**src/rtl/crc_encode_scheduler_if.sv**
```systemverilog
// ---------------------------------------------------------------------------
// crc_encode_scheduler_if
//   Bundles the requester, engine and result ports of crc_encode_scheduler.
//   master : scheduler side (drives req_ready, eng_*, out_*, busy)
//   slave  : environment side (byte sources, CRC engine, result consumer)
//   Signals:
//     req_valid/req_data/req_ready : NUM_REQ byte requesters, byte i at [8i+7:8i]
//     eng_start/eng_data           : launch pulse and payload to the CRC engine
//     eng_done/eng_codeword        : engine result {data, crc4}
//     out_valid/out_ready          : result handshake
//     out_codeword/out_id/out_timeout : result, owner id, abort flag
//     busy                         : scheduler not idle
// ---------------------------------------------------------------------------
interface crc_encode_scheduler_if #(
    parameter int NUM_REQ = 4,
    parameter int ID_W    = 2
);
    logic [NUM_REQ-1:0]   req_valid;
    logic [NUM_REQ*8-1:0] req_data;
    logic [NUM_REQ-1:0]   req_ready;
    logic                 eng_start;
    logic [7:0]           eng_data;
    logic                 eng_done;
    logic [11:0]          eng_codeword;
    logic                 out_valid;
    logic [11:0]          out_codeword;
    logic [ID_W-1:0]      out_id;
    logic                 out_timeout;
    logic                 out_ready;
    logic                 busy;

    modport master (
        input  req_valid, req_data, eng_done, eng_codeword, out_ready,
        output req_ready, eng_start, eng_data, out_valid, out_codeword,
               out_id, out_timeout, busy
    );

    modport slave (
        output req_valid, req_data, eng_done, eng_codeword, out_ready,
        input  req_ready, eng_start, eng_data, out_valid, out_codeword,
               out_id, out_timeout, busy
    );
endinterface

```
**src/rtl/crc_encode_scheduler.sv**
```systemverilog
// ---------------------------------------------------------------------------
// crc_encode_scheduler
//   Shares one CRC-4 encode engine among NUM_REQ byte requesters. Picks a
//   requester round-robin, launches the engine with a one-cycle start pulse,
//   waits for done (aborting after TIMEOUT cycles in WAIT) and returns the
//   codeword tagged with the requester id over a valid/ready port.
//   Ports:
//     clk : clock
//     rst : synchronous, active-high reset
//     bus : crc_encode_scheduler_if.master (requesters, engine, result, busy)
//   All outputs are registered except req_ready, which is decoded from the
//   state, the round-robin pointer and req_valid.
// ---------------------------------------------------------------------------
module crc_encode_scheduler #(
    parameter int NUM_REQ = 4,
    parameter int ID_W    = 2,
    parameter int TIMEOUT = 32,
    parameter int CNT_W   = 6
) (
    input  logic                   clk,
    input  logic                   rst,
    crc_encode_scheduler_if.master bus
);

    typedef enum logic [1:0] {S_IDLE, S_LAUNCH, S_WAIT, S_DELIVER} state_t;

    state_t               r_state;
    state_t               w_next;
    logic [ID_W-1:0]      r_last;
    logic [ID_W-1:0]      r_id;
    logic [CNT_W-1:0]     r_cnt;
    logic                 r_eng_start;
    logic [7:0]           r_eng_data;
    logic                 r_out_valid;
    logic [11:0]          r_out_cw;
    logic                 r_out_to;
    logic                 r_busy;

    logic [NUM_REQ-1:0]   w_grant;
    logic [ID_W-1:0]      w_win_id;
    logic                 w_found;
    logic [ID_W:0]        w_cand;
    logic [7:0]           w_sel;
    logic                 w_accept;
    logic                 w_tmo;

    assign w_tmo = (r_cnt == CNT_W'(TIMEOUT - 1));

    // State register
    always_ff @(posedge clk) begin
        if (rst) r_state <= S_IDLE;
        else     r_state <= w_next;
    end

    // Next-state logic
    always_comb begin
        w_next = r_state;
        case (r_state)
            S_IDLE:    if (w_accept) w_next = S_LAUNCH;
            S_LAUNCH:  w_next = S_WAIT;
            S_WAIT:    if (bus.eng_done || w_tmo) w_next = S_DELIVER;
            S_DELIVER: if (bus.out_ready) w_next = S_IDLE;
            default:   w_next = S_IDLE;
        endcase
    end

    // Grant decode: search last+1, last+2, ... wrapping at NUM_REQ, so the
    // most recent winner always drops to lowest priority.
    always_comb begin
        w_found  = 1'b0;
        w_win_id = '0;
        w_cand   = '0;
        w_sel    = '0;
        for (int k = 1; k <= NUM_REQ; k++) begin
            w_cand = {1'b0, r_last} + (ID_W+1)'(k);
            if (w_cand >= (ID_W+1)'(NUM_REQ)) w_cand = w_cand - (ID_W+1)'(NUM_REQ);
            if (!w_found && bus.req_valid[w_cand[ID_W-1:0]]) begin
                w_found  = 1'b1;
                w_win_id = w_cand[ID_W-1:0];
            end
        end
        w_accept = (r_state == S_IDLE) && !rst && w_found;
        w_grant  = w_accept ? (NUM_REQ'(1) << w_win_id) : '0;
        for (int i = 0; i < NUM_REQ; i++)
            if (w_grant[i]) w_sel = bus.req_data[i*8 +: 8];
    end

    // Registered outputs and datapath. eng_done only matters in WAIT, so a
    // late or stray done elsewhere cannot touch the result registers.
    always_ff @(posedge clk) begin
        if (rst) begin
            r_last      <= ID_W'(NUM_REQ - 1);
            r_id        <= '0;
            r_cnt       <= '0;
            r_eng_start <= 1'b0;
            r_eng_data  <= '0;
            r_out_valid <= 1'b0;
            r_out_cw    <= '0;
            r_out_to    <= 1'b0;
            r_busy      <= 1'b0;
        end else begin
            r_eng_start <= w_accept;
            r_out_valid <= (w_next == S_DELIVER);
            r_busy      <= (w_next != S_IDLE);
            case (r_state)
                S_IDLE: if (w_accept) begin
                    r_eng_data <= w_sel;
                    r_id       <= w_win_id;
                    r_last     <= w_win_id;
                end
                S_LAUNCH: r_cnt <= '0;
                S_WAIT: begin
                    if (bus.eng_done) begin
                        r_out_cw <= bus.eng_codeword;
                        r_out_to <= 1'b0;
                    end else begin
                        r_cnt <= r_cnt + 1'b1;
                        if (w_tmo) begin
                            r_out_cw <= '0;
                            r_out_to <= 1'b1;
                        end
                    end
                end
                default: ;
            endcase
        end
    end

    assign bus.req_ready    = w_grant;
    assign bus.eng_start    = r_eng_start;
    assign bus.eng_data     = r_eng_data;
    assign bus.out_valid    = r_out_valid;
    assign bus.out_codeword = r_out_cw;
    assign bus.out_id       = r_id;
    assign bus.out_timeout  = r_out_to;
    assign bus.busy         = r_busy;

endmodule
```
**src/flat_wrapper.sv**
```systemverilog
// flat-port wrapper written by rule: the top's interface ports become plain ports
module crc_encode_scheduler_flat 
#(
    parameter int NUM_REQ = 4,
    parameter int ID_W    = 2,
    parameter int TIMEOUT = 32,
    parameter int CNT_W   = 6
)
  (clk, rst, bus_req_valid, bus_req_data, bus_eng_done, bus_eng_codeword, bus_out_ready, bus_req_ready, bus_eng_start, bus_eng_data, bus_out_valid, bus_out_codeword, bus_out_id, bus_out_timeout, bus_busy);
  crc_encode_scheduler_if #(.NUM_REQ(NUM_REQ), .ID_W(ID_W)) bus_i ();
  input  logic clk;
  input  logic rst;
  input wire logic [$bits(bus_i.req_valid)-1:0] bus_req_valid;
  input wire logic [$bits(bus_i.req_data)-1:0] bus_req_data;
  input wire logic [$bits(bus_i.eng_done)-1:0] bus_eng_done;
  input wire logic [$bits(bus_i.eng_codeword)-1:0] bus_eng_codeword;
  input wire logic [$bits(bus_i.out_ready)-1:0] bus_out_ready;
  output wire logic [$bits(bus_i.req_ready)-1:0] bus_req_ready;
  output wire logic [$bits(bus_i.eng_start)-1:0] bus_eng_start;
  output wire logic [$bits(bus_i.eng_data)-1:0] bus_eng_data;
  output wire logic [$bits(bus_i.out_valid)-1:0] bus_out_valid;
  output wire logic [$bits(bus_i.out_codeword)-1:0] bus_out_codeword;
  output wire logic [$bits(bus_i.out_id)-1:0] bus_out_id;
  output wire logic [$bits(bus_i.out_timeout)-1:0] bus_out_timeout;
  output wire logic [$bits(bus_i.busy)-1:0] bus_busy;
  assign bus_i.req_valid = bus_req_valid;
  assign bus_i.req_data = bus_req_data;
  assign bus_i.eng_done = bus_eng_done;
  assign bus_i.eng_codeword = bus_eng_codeword;
  assign bus_i.out_ready = bus_out_ready;
  assign bus_req_ready = bus_i.req_ready;
  assign bus_eng_start = bus_i.eng_start;
  assign bus_eng_data = bus_i.eng_data;
  assign bus_out_valid = bus_i.out_valid;
  assign bus_out_codeword = bus_i.out_codeword;
  assign bus_out_id = bus_i.out_id;
  assign bus_out_timeout = bus_i.out_timeout;
  assign bus_busy = bus_i.busy;
  crc_encode_scheduler #(.NUM_REQ(NUM_REQ), .ID_W(ID_W), .TIMEOUT(TIMEOUT), .CNT_W(CNT_W)) u_core (.clk(clk), .rst(rst), .bus(bus_i));
endmodule
```
**config.mk**
```make
export PLATFORM = sky130hd
export DESIGN_NAME = crc_encode_scheduler_flat
export DESIGN_NICKNAME = d
export VERILOG_FILES = /design/src/rtl/crc_encode_scheduler_if.sv /design/src/rtl/crc_encode_scheduler.sv /design/src/flat_wrapper.sv
export SDC_FILE = /design/constraint.sdc
export NUM_CORES = 1
export LEC_CHECK = 0
export BUFFER_PORTS_ARGS = -buffer_cell sky130_fd_sc_hd__buf_4
export CORE_ASPECT_RATIO = 0.9
export CORE_MARGIN = 1
export CORE_UTILIZATION = 51
export DETAILED_ROUTE_END_ITERATION = 10
export PLACE_DENSITY = 0.84
export SLEW_MARGIN = 10
export SYNTH_ARGS = -nofsm -noshare
export SYNTH_HDL_FRONTEND = slang
export SYNTH_SLANG_ARGS = --single-unit
```
**constraint.sdc**
```tcl
create_clock -name clk -period 4.8 [get_ports clk]
set_input_delay 0.96 -clock clk [delete_from_list [all_inputs] [get_ports clk]]
set_output_delay 0.96 -clock clk [all_outputs]
set_load 0.1 [all_outputs]
```
* After elaboration in Yosys (flattened, before gate mapping) *
Cells that the tools add are included.

operators by class
  reductions and logical operators = 17
  equality and inequality tests = 6
  magnitude comparators = 8
  shift operators = 1
  muxes and demuxes = 35
  $add $sub $neg = 9

operator list
  cell                                                                  number
  8-bit 2-to-1 mux                                                      4
  12-bit 2-to-1 mux                                                     2
  2-bit 2-to-1 mux                                                      11
  3-bit >= comparator, second input constant                            4
  2-bit by 3-bit < comparator with 1-bit output, second input constant  4
  6-bit case mux with 2 select lines                                    1
  1-bit 2-to-1 mux                                                      10
  1-bit binary-select mux with 2-bit select                             4
  2-bit case mux with 4 select lines                                    1
  2-bit by 1-bit subtractor with 2-bit output, second input constant    4
  2-bit by 2-bit adder with 3-bit output, second input constant         2
  6-bit by 1-bit adder with 6-bit output, second input constant         1
  2-bit == test, second input constant                                  3
  6-bit by 5-bit == test with 1-bit output, second input constant       1
  6-bit 2-to-1 mux                                                      1
  2-bit AND reduction                                                   3
  2-bit nonzero test                                                    3
  1-bit logical AND                                                     5
  1-bit zero test                                                       4
  4-bit 2-to-1 mux                                                      1
  1-bit by 2-bit left shift with 4-bit output, first input constant     1
  2-bit by 1-bit adder with 3-bit output, second input constant         1
  2-bit by 3-bit adder with 3-bit output, second input constant         1
  2-bit by 1-bit == test with 1-bit output, second input constant       1
  other kinds (3)                                                       3

word-level totals
  output and inout port bits = 30
  register bits = 36

* Logic depth before layout (Yosys ltp) *
  depth after elaboration = 21
  gate-level depth with buffers = 7
  depth with buffers taken out = 6

* Worst setup path before layout *
OpenSTA, ideal clock, no wires.

  path kind = input to output
  start point = input bus_req_valid[3]
  end point = output bus_req_ready[0]
  stages on the path = 4
  buffers on the path = 1
  arrival time = 3611 ps
  slack = 229 ps
  cells stage by stage = o32a_1 > and2_1 > buf_4 > nor3_1

between the ends
  longest elaborated chain between the ends = 14
  elaborated cells between the ends (all ways) = 25

ends and longest elaborated chain
  element                                                                                  line                                                    RTL
  start, declared                                                                          flat_wrapper.sv:13                                      input wire logic [$bits(bus_i.req_valid)-1:0] bus_req_valid;
  1-bit binary-select mux with 2-bit select                                                crc_encode_scheduler.sv:77                              if (!w_found && bus.req_valid[w_cand[ID_W-1:0]]) begin
  1-bit 2-to-1 mux (not written as such)                                                   crc_encode_scheduler.sv:77
  1-bit 2-to-1 mux                                                                         crc_encode_scheduler.sv:77
  1-bit zero test                                                                          crc_encode_scheduler.sv:77
  1-bit logical AND                                                                        crc_encode_scheduler.sv:77
  1-bit 2-to-1 mux                                                                         crc_encode_scheduler.sv:77
  1-bit zero test                                                                          crc_encode_scheduler.sv:77
  1-bit logical AND                                                                        crc_encode_scheduler.sv:77
  1-bit 2-to-1 mux                                                                         crc_encode_scheduler.sv:77
  1-bit zero test                                                                          crc_encode_scheduler.sv:77
  1-bit logical AND                                                                        crc_encode_scheduler.sv:77
  2-bit 2-to-1 mux / 1-bit 2-to-1 mux (equally long branches)                              crc_encode_scheduler.sv:77
  1-bit by 2-bit left shift with 4-bit output / 1-bit logical AND (equally long branches)  crc_encode_scheduler.sv:83, crc_encode_scheduler.sv:82
  4-bit 2-to-1 mux (*)                                                                     crc_encode_scheduler.sv:83                              w_grant = w_accept ? (NUM_REQ'(1) << w_win_id) : '0;
  end, declared                                                                            flat_wrapper.sv:18                                      output wire logic [$bits(bus_i.req_ready)-1:0] bus_req_ready;

Every way passes the cells marked *; elsewhere a longest branch is shown, timed or not. The select of a mux whose other input is x is not followed.

* Final worst setup path *
  start point = input bus_req_valid[3]
  end point = output bus_req_ready[1]

Same word-level chain as after synthesis.

==> metrics.txt <==
outcome=finished, final reports clean; total wire length=4963 um; crit path cell chain=buf_4, nor4_4, nor3_2, buf_4, nand2b_1, inv_1, and2_1, buf_4; global route total overflow=0; Tightest Pin Transition=1153 ps; post-route cell area=2566 um^2; Root Buffer=clkbuf_8; Area growth syn-to-layout=37.01%; Worst Path Arrival=2490 ps; Hold-fix buffers, CTS=0; biggest cell delay along the critical path=340 ps; Via density=5.793; Crit. End Element=output pin; CTS Buf Count=5; CTS clk-pin slew, worst paths=approximately 60 ps; post-synth top area share=0.3848; critical path fanouts, max=13; Worst Hold Class=register to register; ANT nets after route=0; crit path max-delay cell type=nor4_4; final hold vios=0; H-tree depth=2; Fillers=286; Max-slew headroom=0.2282; CTS tree=done; RSZ-0062 raised after global routing=no; initial antenna violation count=0; TNS Setup=0 ps; crit path buf inv count=4; gpl congestion=between 0.8 and 0.9; area of the core=between 3000 and 4000 um^2; Antenna diodes=0; cell accounting for the most synthesized area=dfxtp_1; Post-CTS Setup Inserts=0; leakage power=0.001112 uW; First DRT Iteration DRCs=between 100 and 150; Final Critical Period=between 3000 and 4000 ps; CP Data Required Time=3840 ps; clock skew=approximately 7.3 ps; sequential share of the synthesized area=0.3848; syn avg cell area=8.073 um^2; Ports=82; period utilisation layout=0.7178; Top FF cell, synth=dfxtp_1; commonest cells in the synthesized netlist=dfxtp_1, nor2_1, a211oi_1, a21oi_1, nand2_1; Final Max Tran Viols=0; row cnt=20; Layout Cells excl Fill=352; Post-synth EDFFs=0; Die Y=59.49 um; YS warnings=0; DRC Markers=0; placed insts=between 300 and 400; hpwl dp=around 3700 um; most frequent cell after synthesis=dfxtp_1; post-cts gate resize count=0; maxcap violations=0; final setup violating endpoints=0; initial core utilization=0.5424; clock buffer depth=2; share of layout cells above drive strength 1=0.3084; Port-buffer cells=81; asr flop ratio synth=0; pin count of the biggest net entering global routing=37; first-pass GRT wire length=8259 um; register bit count reported by yosys=36; Startpoint Class=input port; TritonRoute pass-1 iters=5; vias in the first global route=about 1.9k; DIE WIDTH=65.88 um; Syn Std Cell Area=1873 um^2; DR vias=2039; final cell utilization of the core=0.7431; CTS sink cnt=36; die area=3919 um^2; Avg WL per Cell=14.10 um; dpl cell area=2476 um^2; f_max=290.2 MHz; Max IR drop VDD=253.8 uV; Critical Path Most Common Cell=buf_4; pwr dens=381.5 nW/um^2; worst setup path category=input port to output pin; GRT Overall Usage=0.2735; Mapped Cells=232; latest clock arrival within the worst-skew pair=roughly 280 ps; Synth cell types=38; synthesized net count=285; critical path's top delay family=simple AND/OR/NAND/NOR gates; nets=360; largest cells by area after synthesis=dfxtp_1, a211oi_1, nor2_1, a22oi_1, a21oi_1
worst paths after layout:
check,cells after the start,slack (ps),end,startpoint
min reg2reg,2,460,u_core.bus.out_id[1],u_core.bus.out_id[1]
min,2,460,u_core.bus.out_id[1],u_core.bus.out_id[1]
max reg2reg,6,2680,u_core.bus.out_codeword[9],u_core.r_cnt[0]
max,8,1350,bus_req_ready[1],bus_req_valid[3]
layout by cell type (no fill, tap or decap), drive strengths merged, types with 3 or more instances in the layout:
master / Yosys / final
nor2b: 3 / 3
o21bai: 9 / 9
nor2: 34 / 34
inv: 5 / 5
a221oi: 8 / 8
a22oi: 13 / 13
o21ai: 15 / 15
buf: 10 / 82
and2: 3 / 3
nand3: 4 / 4
nand2b: 7 / 7
a21oi: 15 / 15
dfxtp: 36 / 36
a211oi: 18 / 18
clkbuf: 4 / 8
nor3: 12 / 12
nand2: 15 / 15
final cells by class:
cell class / count / area, um^2 / share of cell area
multi-input combinational: 177 / 1066 / 0.4154
inverter: 5 / 18.77 / 0.007314
timing repair buffer: 82 / 615.6 / 0.2399
sequential: 36 / 720.7 / 0.2808
tap: 44 / 55.05 / 0.02145
clock buffer: 8 / 90.09 / 0.03510
through the flow:
| step | setup WS (ps) | total power, uW | hold WS, ps |
|---|---|---|---|
| finish | 1354 | 979.0 | 457.8 |
| global route | 1237 | 1027 | 467.6 |
| CTS | 1369 | 982.7 | 462.9 |
| detailed placement | 1380 | 766.2 | 453.9 |
| global placement | 1404 | 762.1 | 444.5 |
| floorplan | 228.8 | 663.3 | 458.7 |
logic make-up after synthesis:
group	count (synthesis)	synth area share
AOI/OAI and AO/OA	85	0.3086
and+or+nand+nor	90	0.2478
adders and majority gates	1	0.006679
muxes	1	0.006012
DFF	36	0.3848
buffers and inverters	19	0.04609
routing by layer:
metal  share of wire  vias up  track usage
li1                -     1008            -
met2            0.47       77       0.4359
met5               0        -            0
met4           0.026        0       0.1149
met1            0.45      942       0.3423
met3           0.058       12      0.08269
tightest hold or removal path: cells and delay by family, from the launching register on:
family	cells	cell delay (ps)
simple gates	1	50
flops	1	310
compound gates	1	50
sequential cells by signal (all words and copies together) (netlist names):
register,cells
u_core.bus.out_codeword,12
u_core.bus.eng_data,8
u_core.r_cnt,6
u_core.bus.out_id,2
u_core.r_last,2
u_core.r_state,2
u_core.bus.busy,1
u_core.bus.eng_start,1
u_core.bus.out_timeout,1
u_core.bus.out_valid,1
power breakdown:
group | switching, uW | total [uW] | internal [uW] | leakage [uW]
Combinational | 297 | 408 | 111 | 0.000771
Sequential | 27.1 | 354 | 327 | 0.000295
Clock | 99.7 | 217 | 117 | 0.0000455
Total | 424 | 979 | 555 | 0.00111
Note: power is estimated with default switching activity, not from simulation.
